[src/rtl/logic_pkg.sv]
// Shared definitions for the bitwise logic unit and its successors.
// Op codes (OP_AND .. OP_PASS) and the op-select width OP_W.
package logic_pkg;

    localparam int OP_W = 3;

    localparam logic [OP_W-1:0] OP_AND  = 3'd0;
    localparam logic [OP_W-1:0] OP_OR   = 3'd1;
    localparam logic [OP_W-1:0] OP_XOR  = 3'd2;
    localparam logic [OP_W-1:0] OP_NAND = 3'd3;
    localparam logic [OP_W-1:0] OP_NOR  = 3'd4;
    localparam logic [OP_W-1:0] OP_XNOR = 3'd5;
    localparam logic [OP_W-1:0] OP_NOT  = 3'd6;
    localparam logic [OP_W-1:0] OP_PASS = 3'd7;

endpackage

[src/rtl/logic_op.sv]
// Combinational bitwise operator: result = op(in0, in1).
// Ports: in0/in1 (WIDTH) operands, op (OP_W) select, result (WIDTH).
module logic_op
    import logic_pkg::*;
#(
    parameter int WIDTH = 16
) (
    input  logic [WIDTH-1:0] in0,
    input  logic [WIDTH-1:0] in1,
    input  logic [OP_W-1:0]  op,
    output logic [WIDTH-1:0] result
);

    always_comb begin
        result = '0;
        unique case (op)
            OP_AND:  result = in0 & in1;
            OP_OR:   result = in0 | in1;
            OP_XOR:  result = in0 ^ in1;
            OP_NAND: result = ~(in0 & in1);
            OP_NOR:  result = ~(in0 | in1);
            OP_XNOR: result = ~(in0 ^ in1);
            OP_NOT:  result = ~in0;
            OP_PASS: result = in0;
            default: result = '0;
        endcase
    end

endmodule

[src/rtl/logic_unit_pipe.sv]
// Registered logic unit: logic_op feeding a 2-entry result FIFO.
// Ports: clk, rst (async high), in_valid/in_ready/in0/in1/op in,
// out_valid/out_ready/out out; zr/ng only with LOGIC_FLAGS_EN.
module logic_unit_pipe
    import logic_pkg::*;
#(
    parameter int WIDTH = 16
) (
    input  logic             clk,
    input  logic             rst,
    input  logic             in_valid,
    output logic             in_ready,
    input  logic [WIDTH-1:0] in0,
    input  logic [WIDTH-1:0] in1,
    input  logic [OP_W-1:0]  op,
    output logic             out_valid,
    input  logic             out_ready,
    output logic [WIDTH-1:0] out
`ifdef LOGIC_FLAGS_EN
    ,
    output logic             zr,
    output logic             ng
`endif
);

    // Entry layout: {zr, ng, data} with flags, plain data without.
`ifdef LOGIC_FLAGS_EN
    localparam int EW = WIDTH + 2;
`else
    localparam int EW = WIDTH;
`endif

    logic [WIDTH-1:0] res;
    logic [EW-1:0]    ent_new;
    logic [EW-1:0]    ent_rst;

    logic [EW-1:0] e0_q, e0_d;
    logic [EW-1:0] e1_q, e1_d;
    logic [1:0]    count_q, count_d;
    logic          in_ready_q, in_ready_d;
    logic          out_valid_q, out_valid_d;
    logic          push, pop;

    logic_op #(.WIDTH(WIDTH)) u_op (
        .in0    (in0),
        .in1    (in1),
        .op     (op),
        .result (res)
    );

`ifdef LOGIC_FLAGS_EN
    assign ent_new = {(res == '0), res[WIDTH-1], res};
    assign ent_rst = {1'b1, 1'b0, {WIDTH{1'b0}}};
`else
    assign ent_new = res;
    assign ent_rst = '0;
`endif

    assign push = in_valid && in_ready_q;
    assign pop  = out_valid_q && out_ready;

    // e0 is the head. It is left untouched when the queue drains,
    // so out keeps the last popped value while out_valid is low.
    always_comb begin
        e0_d    = e0_q;
        e1_d    = e1_q;
        count_d = count_q;
        if (push && !pop) begin
            count_d = count_q + 2'd1;
        end else if (!push && pop) begin
            count_d = count_q - 2'd1;
        end
        unique case (count_q)
            2'd0: begin
                if (push) e0_d = ent_new;
            end
            2'd1: begin
                if (push && pop) begin
                    e0_d = ent_new;
                end else if (push) begin
                    e1_d = ent_new;
                end
            end
            2'd2: begin
                if (pop) e0_d = e1_q;
            end
            default: begin
                e0_d = e0_q;
            end
        endcase
        in_ready_d  = (count_d != 2'd2);
        out_valid_d = (count_d != 2'd0);
    end

    always_ff @(posedge clk or posedge rst) begin
        if (rst) begin
            e0_q        <= ent_rst;
            e1_q        <= ent_rst;
            count_q     <= 2'd0;
            in_ready_q  <= 1'b1;
            out_valid_q <= 1'b0;
        end else begin
            e0_q        <= e0_d;
            e1_q        <= e1_d;
            count_q     <= count_d;
            in_ready_q  <= in_ready_d;
            out_valid_q <= out_valid_d;
        end
    end

    assign in_ready  = in_ready_q;
    assign out_valid = out_valid_q;
    assign out       = e0_q[WIDTH-1:0];
`ifdef LOGIC_FLAGS_EN
    assign zr        = e0_q[WIDTH+1];
    assign ng        = e0_q[WIDTH];
`endif

endmodule

[config.mk]
export PLATFORM = sky130hd
export DESIGN_NAME = logic_unit_pipe
export DESIGN_NICKNAME = d
export VERILOG_FILES = /design/src/rtl/logic_pkg.sv /design/src/rtl/logic_op.sv /design/src/rtl/logic_unit_pipe.sv
export SDC_FILE = /design/constraint.sdc
export NUM_CORES = 1
export LEC_CHECK = 0
export ABC_AREA = 1
export CORE_UTILIZATION = 30
export DETAILED_ROUTE_END_ITERATION = 10
export SYNTH_ARGS = -nofsm -noshare
export SYNTH_HDL_FRONTEND = slang
export SYNTH_SLANG_ARGS = --single-unit
[constraint.sdc]
create_clock -name clk -period 1.7 [get_ports clk]
set_clock_uncertainty 0.05 [all_clocks]
set_input_delay 0.255 -clock clk [delete_from_list [all_inputs] [get_ports clk]]
set_output_delay 0.255 -clock clk [all_outputs]
set_load 0.005 [all_outputs]
==> results.yml <==
pwr:
  pwrdens_nw_per_um2: 1130
  cellLeakagePower_nw: 2.73
  worst_ir_drop_vdd_v: 0.000556
routing:
  dr.first_iter.drc_count: 222
  vias_per_instance: 5.01
  detail_route.drc_violations: 6
  routedWlPerCell_um: 14.6
  drt_wl_total_um: 11700
  firstDrtPassIters: 8
  postRouteAntennaNets: 0
  detailroute.via_count: 3996
critical_path:
  crit_start: "in0[7]"
  worstReg2RegStart: "count_q[0]$_DFF_PP0_"
  worstPathBufferInverterCount: 3
  crit_path_max_fanout: 2
  critPathTopFamily: "simple AND/OR/NAND/NOR gates"
  timing.critical_path.arrival_ps: 1760
  crit_chain: "clkdlybuf4s50_1 -> inv_1 -> ha_1 -> inv_1 -> nand3_1 -> nand2_1 -> nor2_2 -> nand4_1 -> nand2_1 -> nand2_1"
  endpoint_required_time_on_the_critical_path_ps: 1810
  setup.worst_path.end_class: "register"
  startpoint_type: "input port"
  master_of_the_slowest_instance_on_the_critical_path: "clkdlybuf4s50_1"
  critical_path_class: "input port to register"
  cpMostUsedCell: "nand2_1"
  slowest_delay_ps: 490
synthesis:
  synth_fp_nets: 623
  ys_warn_count: 0
  postSynthCellCount: 548
  count_of_unique_library_cells_instantiated_by_yosys: 28
  cells_taking_the_most_area_after_synthesis: "dfrtp_1 (24%), nand2_1 (14%), ha_1 (13%)"
  synthArstFlopShare_pct: 100
  combined_area_of_all_synthesized_cells_um2: 3600
  synth_seq_area_share_pct: 25.1
  synth-edff-count: 0
  netlist.area_leader.share_pct: 24.3
  avgSynthCellArea_um2: 6.57
  synth.ff_latch_count: 36
  top_cell_type_by_total_area_after_synthesis: "dfrtp_1"
  most_used_flip_flop_cell_after_synthesis: "dfrtp_1"
timing:
  hold_viol: 0
  worst_slack_ps: 50.1
  max_slew_margin_pct: 69.3
  worst-slew-pin-transition_ps: 460
  drv_slew: 0
  fin_crit_sh_pct: 97.1
  fmaxAchievable_ghz: 0.606
  post-route-min-period_ps: 1650
  report.final.setup_viol: 0
  grt_setup_unrepaired: "yes"
layout:
  leading_cell_type_in_the_layout_fill_and_taps_excluded: "nand2_1"
  stdcell_area_um2: 5040
  drive_gt1_share_pct: 16.8
  seqCellArea_um2: 902
  final_nets: 729
  multiInputGateArea_um2: 2210
  most-common-layout-cells: "nand2_1 (138), inv_1 (87), buf_4 (62)"
  filler_cell_count_in_the_final_layout: 1179
  area_growth_pct: 40.1
  n_antenna_cell: 0
global_routing:
  grt_pass1_vias: 4055
  antenna_found_initial: 0
  pin_count_of_the_biggest_net_entering_global_routing: 37
  grt-ovfl-total: 0
  grt_first_pass_wirelength_um: 19500
  track_usage_pct: 19.3
clocking:
  cts_tree: "built"
  cts.sinks: 36
  ctsRootBufferMaster: "clkbuf_16"
  clock_slew_seen_by_the_registers_of_the_worst_setup_and_hold_paths_ps: 60
  cts.hold.buffers_added: 0
  cts_max_level: 2
  clk-insertion-delay-late_ps: 280
  max-clock-path-buffers: 2
  cts_inserted_buffers: 5
hold_path:
  kind_of_path_behind_the_tightest_hold_check: "input port to async pin"
status:
  violations: "design-rule violations"
  status: "complete, but fails checks"
placement:
  placedInstanceArea_um2: 4690
  dp_worst_setup_slack_ps: -407
  place.port_buffers: 56
  post-dp-hpwl_um: 7790
  globalplace.congestion: 0.821
floorplanning:
  initial_core_util_pct: 31.1
  die-width_um: 112
  fp.dieArea_um2: 12400
  core-area_um2: 11600
  dieHeight_um: 112
  ios: 57
  num_rows: 39
flow_run:
  cap_viol_max_count: 0
-- through the flow --
step	power (mW)	hold WS, ps	util, %	std cells	setup TNS, ps
4_1_cts	5.46	299	42.6	790	0
3_3_place_gp	4.34	413	40.5	774	-9670
6_report	5.70	282	43.6	798	0
5_1_grt	6.19	335	43.6	798	-80.0
3_5_place_dp	4.38	417	40.5	774	-10370
2_1_floorplan	3.09	371	-	548	0
-- logic make-up (layout without fill, tap and decap cells) --
kind of cell | after synthesis | after routing | synth area share, %
AOI/OAI and AO/OA | 35 | 35 | 4.94
xor gates and xnor gates | 1 | 1 | 0.243
adders and majority gates | 36 | 36 | 12.5
buffers and inverters | 120 | 226 | 14.5
DFF | 36 | 36 | 25.1
muxes | 1 | 1 | 0.278
and+or+nand+nor | 319 | 320 | 42.5
-- report_power, final --
part | switching (mW) | total, mW | internal, mW
clock | 0.348 | 1.04 | 0.689
combinational | 1.64 | 3.15 | 1.51
sequential | 0.209 | 1.51 | 1.30
-- what timing repair did --
item | 4_1_cts | 5_1_grt
buffers inserted | 7 | 7
endpoints found under the hold margin | 0 | 0
pin swaps | 3 | 3
resized for setup | 3 | 14
endpoints found under the setup margin | 30 | 31
cloned | 1 | 1
-- final timing paths --
check	slack (ps)	cells after the start	end
max in group asynchronous	1060	3	in_ready$_DFF_PP1_
worst max register to register	90	8	out[11]$_DFFE_PP0P_
worst min register to register	430	2	out[4]$_DFFE_PP0P_
worst max-delay path	50	10	out[7]$_DFFE_PP0P_
worst min-delay path	280	3	e1_q[4]$_DFFE_PP0P_
min in group clk	430	2	out[4]$_DFFE_PP0P_
-- worst register-to-register path, cell delays in order, from the launching register on --
cell and delay (ps):
dfrtp_1 400, inv_1 80, ha_2 220, o21ai_1 130, nand3b_1 160, buf_12 200, a21oi_1 120, nand2_1 110
nand2_1 70
-- final cells by class --
| cell class | count | share of cell area (%) |
|---|---|---|
| clock buffers | 6 | 2.56 |
| clock inverters | 2 | 0.695 |
| inverters | 88 | 6.55 |
| multi-input cells | 393 | 43.8 |
| flip-flops and latches | 36 | 17.9 |
| well taps | 143 | 3.55 |
| repair buffers | 130 | 25.0 |
-- sequential cells by signal, summed over array words and instances, names as in the netlist --
name and cells:
count_q 2, e1_q 16, in_ready 1, out 16
out_valid 1
-- synthesized netlist by cell type, types with 2 or more instances --
cell type	count
dfrtp_1	35
nor2_1	49
buf_6	5
inv_1	87
nand2_2	10
nand2_1	138
nand4_1	48
buf_2	20
nand3_1	50
clkbuf_1	4
nand3b_1	17
nor2_4	2
buf_4	2
o21ai_1	16
o21ai_0	2
a21oi_1	16
ha_1	36
-- metal layers --
metal | global-route usage (%) | routed length (um) | vias to the layer above
li1 | - | - | 1977
met2 | 35.0 | 5790 | 140
met4 | 7.84 | 293 | 0
met5 | 0 | 0 | -
met1 | 22.9 | 4970 | 1854
met3 | 2.40 | 600 | 25
Power figures use the tool's default switching activity.
